[config.mk]
export PLATFORM = sky130hd
export DESIGN_NAME = alu_arbiter
export DESIGN_NICKNAME = d
export VERILOG_FILES = /design/src/rtl/alu_arbiter.sv
export SDC_FILE = /design/constraint.sdc
export NUM_CORES = 1
export LEC_CHECK = 0
export ABC_CLOCK_PERIOD_IN_PS = 2500
export CAP_MARGIN = 15
export CORE_ASPECT_RATIO = 0.7
export CORE_MARGIN = 2
export CORE_UTILIZATION = 43
export CTS_BUF_LIST = sky130_fd_sc_hd__clkbuf_2
export DETAILED_ROUTE_END_ITERATION = 12
export PLACE_DENSITY = 0.82
export SKIP_CTS_REPAIR_TIMING = 1
export SLEW_MARGIN = 20
export SYNTH_ARGS = -nofsm -noshare
export SYNTH_HDL_FRONTEND = slang
export SYNTH_SLANG_ARGS = --single-unit
export TNS_END_PERCENT = 50
[constraint.sdc]
create_clock -name clk -period 2.5 [get_ports clk]
set_clock_uncertainty 0.15 [all_clocks]
set_input_delay 0.75 -clock clk [delete_from_list [all_inputs] [get_ports clk]]
set_output_delay 0.75 -clock clk [all_outputs]
set_load 0.05 [all_outputs]
[src/rtl/alu_arbiter.sv]
// rtl/alu_arbiter.sv - two-port arbiter/sequencer in front of a shared 8-bit ALU
//
// Purpose: accepts one operation at a time from port 0 (core datapath) or
// port 1 (auxiliary engine). It drives registered operands and a command onto
// the ALU for one execute cycle, captures the result, and holds it until the
// owning port accepts it.
//
// Ports:
//   clk, reset                 - rising-edge clock, asynchronous active-high reset
//   req{0,1}_valid/_ready      - request handshake; ready is the arbitration grant
//   req{0,1}_cmd/_a/_b         - ALU command and operands from each port
//   alu_cmd, alu_a, alu_b      - registered drive to the ALU
//   alu_rslt                   - ALU result, sampled in EXEC only
//   rsp_valid[1:0]             - one-hot response valid; the bit set is the owner
//   rsp_ready[1:0]             - per-port response accept
//   rsp_data                   - captured result
//   busy                       - state is not IDLE
//   gnt_cnt0, gnt_cnt1         - saturating accepted-operation counters
//
// Configuration: ALU_ARB_RR_EN selects round-robin arbitration when it is
// defined. When it is undefined, port 0 has fixed priority.

module alu_arbiter #(
  parameter int A    = 3,
  parameter int CNTW = 8
) (
  input  logic            clk,
  input  logic            reset,
  input  logic            req0_valid,
  output logic            req0_ready,
  input  logic [A:0]      req0_cmd,
  input  logic [7:0]      req0_a,
  input  logic [7:0]      req0_b,
  input  logic            req1_valid,
  output logic            req1_ready,
  input  logic [A:0]      req1_cmd,
  input  logic [7:0]      req1_a,
  input  logic [7:0]      req1_b,
  output logic [A:0]      alu_cmd,
  output logic [7:0]      alu_a,
  output logic [7:0]      alu_b,
  input  logic [7:0]      alu_rslt,
  output logic [1:0]      rsp_valid,
  input  logic [1:0]      rsp_ready,
  output logic [7:0]      rsp_data,
  output logic            busy,
  output logic [CNTW-1:0] gnt_cnt0,
  output logic [CNTW-1:0] gnt_cnt1
);

  typedef enum logic [1:0] {
    IDLE = 2'd0,
    EXEC = 2'd1,
    RESP = 2'd2
  } state_t;

  localparam logic [CNTW-1:0] CNT_ONE = CNTW'(1);
  localparam logic [CNTW-1:0] CNT_MAX = '1;

  state_t state;
  state_t state_next;
  logic   own;
  logic   grant0;
  logic   grant1;
  logic   accept;

`ifdef ALU_ARB_RR_EN
  // Names the port that wins when both ports are valid. 0 means port 0.
  logic   rr_ptr;
`endif

  // Grants exist only in IDLE. They are mutually exclusive by construction.
  always_comb begin
    grant0 = 1'b0;
    grant1 = 1'b0;
    if (state == IDLE) begin
`ifdef ALU_ARB_RR_EN
      if (req0_valid && req1_valid) begin
        grant0 = ~rr_ptr;
        grant1 = rr_ptr;
      end else begin
        grant0 = req0_valid;
        grant1 = req1_valid;
      end
`else
      grant0 = req0_valid;
      grant1 = req1_valid & ~req0_valid;
`endif
    end
  end

  assign req0_ready = grant0;
  assign req1_ready = grant1;
  assign accept     = grant0 | grant1;

  always_comb begin
    state_next = state;
    case (state)
      IDLE:    if (accept) state_next = EXEC;
      EXEC:    state_next = RESP;
      RESP:    if (rsp_ready[own]) state_next = IDLE;
      default: state_next = IDLE;
    endcase
  end

  always_ff @(posedge clk or posedge reset) begin
    if (reset) begin
      state     <= IDLE;
      busy      <= 1'b0;
      own       <= 1'b0;
      alu_cmd   <= '0;
      alu_a     <= '0;
      alu_b     <= '0;
      rsp_data  <= '0;
      rsp_valid <= 2'b00;
      gnt_cnt0  <= '0;
      gnt_cnt1  <= '0;
`ifdef ALU_ARB_RR_EN
      rr_ptr    <= 1'b0;
`endif
    end else begin
      state <= state_next;
      // busy is loaded from the next state, so it tracks the state register exactly.
      busy  <= (state_next != IDLE);

      if (accept) begin
        alu_cmd <= grant1 ? req1_cmd : req0_cmd;
        alu_a   <= grant1 ? req1_a   : req0_a;
        alu_b   <= grant1 ? req1_b   : req0_b;
        own     <= grant1;
        if (grant0 && (gnt_cnt0 != CNT_MAX)) gnt_cnt0 <= gnt_cnt0 + CNT_ONE;
        if (grant1 && (gnt_cnt1 != CNT_MAX)) gnt_cnt1 <= gnt_cnt1 + CNT_ONE;
`ifdef ALU_ARB_RR_EN
        // Priority passes to the port that did not just win.
        rr_ptr  <= ~grant1;
`endif
      end

      if (state == EXEC) begin
        rsp_data  <= alu_rslt;
        rsp_valid <= own ? 2'b10 : 2'b01;
      end

      if ((state == RESP) && rsp_ready[own]) begin
        rsp_valid <= 2'b00;
      end
    end
  end

endmodule

==> flow_summary.ini <==
[power]
worst_ir_drop_vdd_v = 0.00105
share_comb_of_total_power_pct = 61.3
power_per_cell_area_nw_per_um2 = 1330
share_clk_of_total_power_pct = 8.8
report.power.total_mw = 4.88
cellLeakagePower_nw = 2.04
power_switching_mw = 2.46
internal_power_mw = 2.42
share_seq_of_total_power_pct = 29.9
power.share.switching_pct = 50.5

[floorplanning]
die_area_um2 = 6010
die_width_um = 91.8
floorplan.rows = 22
num_io_pins = 103
die_height_um = 65.5
floorplan.initialDensity_pct = 44.4
coreArea_um2 = 5230

[worst_setup_path]
worst_setup_start_kind = input port
critical_path_rt_ns = 1.60
critPathMaxFanout = 2
timing.critical_path.arrival_ns = 1.66
criticalPathCategory = in2out
worst_setup_path_end_kind = primary output
timing.reg2reg.worst_path_depth = 5

[sta]
maxSlewHeadroom_pct = 56.8
period_needed_ns = 2.56
final-max-slew-violation-count = 0
worst_slew_pin_slew_ns = 0.646
fin_setup_tns_ns = -0.0598
max_clock_freq_mhz = 391
timing.final.setup_violations = 1
grt_setup_unrepaired = true
setup_slack_ns = -0.0598
timing.final.crit_share_pct = 102
finalHoldViolations = 0

[synthesis]
synthesis.area_um2 = 2320
number_of_synthesized_register_bits = 50
async_flop_share_pct = 100
synth.yosys.warnings = 0
netlist_instances = 209
post-synth-top-area-cell = sky130_fd_sc_hd__dfrtp_1
postSynth.topFlopCell = sky130_fd_sc_hd__dfrtp_1
synth.area.top_cells = sky130_fd_sc_hd__dfrtp_1 54%, sky130_fd_sc_hd__a221o_1 8.6%, sky130_fd_sc_hd__and2_1 5.7%
post-synth-top-area-fraction_pct = 53.9
seq_area_frac_synth_pct = 53.9
number_of_flops_mapped_to_enable_cells_by_yosys = 0
synth.distinct_cells = 43
syn_avg_cell_area_um2 = 11.1
synth_fp_nets = 265

[routing]
wl_mm = 6.23
drt.antenna.violating_nets = 0
remaining_routing_drc_violations = 0
drtPass1Iterations = 4
number_of_vias_after_detailed_routing = 2067
post_drt_via_cell_ratio = 5.29
detailedRoute.firstIterationViolations = 116
wl_per_cell_um = 15.9

[final_layout]
drive_above_1_share_pct = 12.5
synthToLayoutAreaGrowth_pct = 58.0
post_layout_nonfiller_instances = 391
layout_common_cells = 51 x sky130_fd_sc_hd__clkdlybuf4s50_1, 50 x sky130_fd_sc_hd__dfrtp_1, 43 x sky130_fd_sc_hd__dlymetal6s2s_1, 32 x sky130_fd_sc_hd__nand2_1, 21 x sky130_fd_sc_hd__and2_1
finalCoreUtilization_pct = 70.2
insertedDiodeCount = 0
filler_cell_count = 409
nNetsFinal = 374
layout_commonest_cell = sky130_fd_sc_hd__clkdlybuf4s50_1

[global_route]
maximum_number_of_pins_on_one_net_before_global_route_repair = 51
grt_first_pass_wirelength_mm = 9.89
grt_usage_pct = 20.9
grt_pass1_vias = 2027
antenna_found_initial = 0
grt.overflow.total = 0

[cts]
clkSinkCount = 50
h-tree-depth = 2
root_buffer = sky130_fd_sc_hd__clkbuf_2
ctsLongestPathBuffers = 2
cts_made_buffers = 5
clkSlewWorstSetupHoldPaths_ns = 0.24
cts_tree = built
insertion_delay_ns = 0.41

[worst_hold_path]
whs_path_depth = 2
type_of_the_worst_min_delay_path = reg2reg

[job]
cap_violations = 0

[placement]
hpwlAfterDp_mm = 4.31
dpl_worst_slack_ns = -0.373
place.gp.congestion = 0.835
port_buffers = 102
post-place-cells = 383

[run_status]
outcome = finished with violations
violations = setup timing
==> layout make-up <==
type                    instances  area (µm²)  area share (%)
repair buffers                113        1240            33.8
inverters                       4        17.5           0.477
multi-input cells             144        1000            27.3
well taps                      72        90.1            2.45
flip-flops and latches         50        1250            34.1
clock buffers                   6        30.0           0.818
clock inverters                 2        37.5            1.02
==> flip-flops by register name, indices dropped and copies added, names as in the netlist <==
register	count
gnt_cnt0	8
alu_b	8
gnt_cnt1	8
busy	1
alu_a	8
state	2
rsp_data	8
rsp_valid	2
alu_cmd	4
own	1
==> power by group through the flow <==
stage | Sequential, mW | Combinational [mW] | Clock [mW]
3_5_place_dp | 1.48 | 3.03 | 0
2_1_floorplan | 2.59 | 0.835 | 0
5_1_grt | 1.51 | 3.16 | 0.484
6_report | 1.46 | 2.99 | 0.428
3_3_place_gp | 1.46 | 2.98 | 0
4_1_cts | 1.47 | 3.03 | 0.443
==> worst max-delay path: stages <==
cell and delay (ns):
sky130_fd_sc_hd__dlymetal6s2s_1 0.16, sky130_fd_sc_hd__or4b_4 0.53, sky130_fd_sc_hd__inv_4 0.09, sky130_fd_sc_hd__buf_12 0.13
==> routing by layer <==
metal	routed length [µm]	part of all wire (%)	vias up	track usage [%]
li1	-	-	977	-
met1	2820	45	1008	30.6
met2	2980	48	80	32.4
met3	421	6.8	2	4.82
met4	16	0.26	0	3.92
met5	0	0	-	0
==> worst paths after layout <==
| check | slack, ns | startpoint | end |
|---|---|---|---|
| setup / recovery | -0.06 | req0_valid | req1_ready |
| hold / removal | 0.36 | rsp_data[6]$_DFFE_PP0P_ | rsp_data[6]$_DFFE_PP0P_ |
| setup reg to reg | 0.58 | state[1]$_DFF_PP0_ | gnt_cnt0[1]$_DFFE_PP0P_ |
| hold reg to reg | 0.36 | rsp_data[6]$_DFFE_PP0P_ | rsp_data[6]$_DFFE_PP0P_ |
| max in group asynchronous | 1.44 | reset | alu_a[4]$_DFFE_PP0P_ |
| min in group asynchronous | 0.51 | reset | rsp_valid[1]$_DFFE_PP0P_ |
==> cell families after synthesis <==
| group | count (synthesis) | synth area share (%) |
|---|---|---|
| simple gates | 86 | 21.0 |
| flops | 50 | 53.9 |
| compound gates | 46 | 16.3 |
| buf+inv | 15 | 3.39 |
| xor+xnor | 6 | 2.26 |
| mux | 4 | 2.10 |
| fa+ha+maj | 2 | 1.08 |
==> through the flow <==
step / instance area [µm²] / hold slack (ns)
floorplan: 2330 / 0.351
global route: 3670 / 0.383
global placement: 3490 / 0.309
detailed placement: 3490 / 0.320
CTS: 3560 / 0.372
finish: 3670 / 0.359
==> Yosys cell counts, types with 2 or more instances <==
| cell | count |
|---|---|
| sky130_fd_sc_hd__buf_2 | 2 |
| sky130_fd_sc_hd__nor2b_1 | 4 |
| sky130_fd_sc_hd__inv_1 | 3 |
| sky130_fd_sc_hd__a31oi_1 | 4 |
| sky130_fd_sc_hd__ha_1 | 2 |
| sky130_fd_sc_hd__xor2_1 | 4 |
| sky130_fd_sc_hd__clkbuf_1 | 6 |
| sky130_fd_sc_hd__nand2b_1 | 2 |
| sky130_fd_sc_hd__and2_1 | 21 |
| sky130_fd_sc_hd__nor4_4 | 2 |
| sky130_fd_sc_hd__and3_1 | 3 |
| sky130_fd_sc_hd__dfrtp_1 | 50 |
| sky130_fd_sc_hd__xnor2_1 | 2 |
| sky130_fd_sc_hd__and4_1 | 3 |
| sky130_fd_sc_hd__mux2_2 | 3 |
| sky130_fd_sc_hd__a21oi_1 | 4 |
| sky130_fd_sc_hd__a221o_1 | 20 |
| sky130_fd_sc_hd__o21a_1 | 2 |
| sky130_fd_sc_hd__nand4_1 | 3 |
| sky130_fd_sc_hd__nor2_1 | 6 |
| sky130_fd_sc_hd__o21ai_0 | 4 |
| sky130_fd_sc_hd__buf_6 | 2 |
| sky130_fd_sc_hd__a211oi_1 | 2 |
| sky130_fd_sc_hd__nand2_1 | 32 |
| sky130_fd_sc_hd__nand3_1 | 4 |
| sky130_fd_sc_hd__nor3_1 | 2 |
No activity file was read; power rests on OpenSTA's default activity.
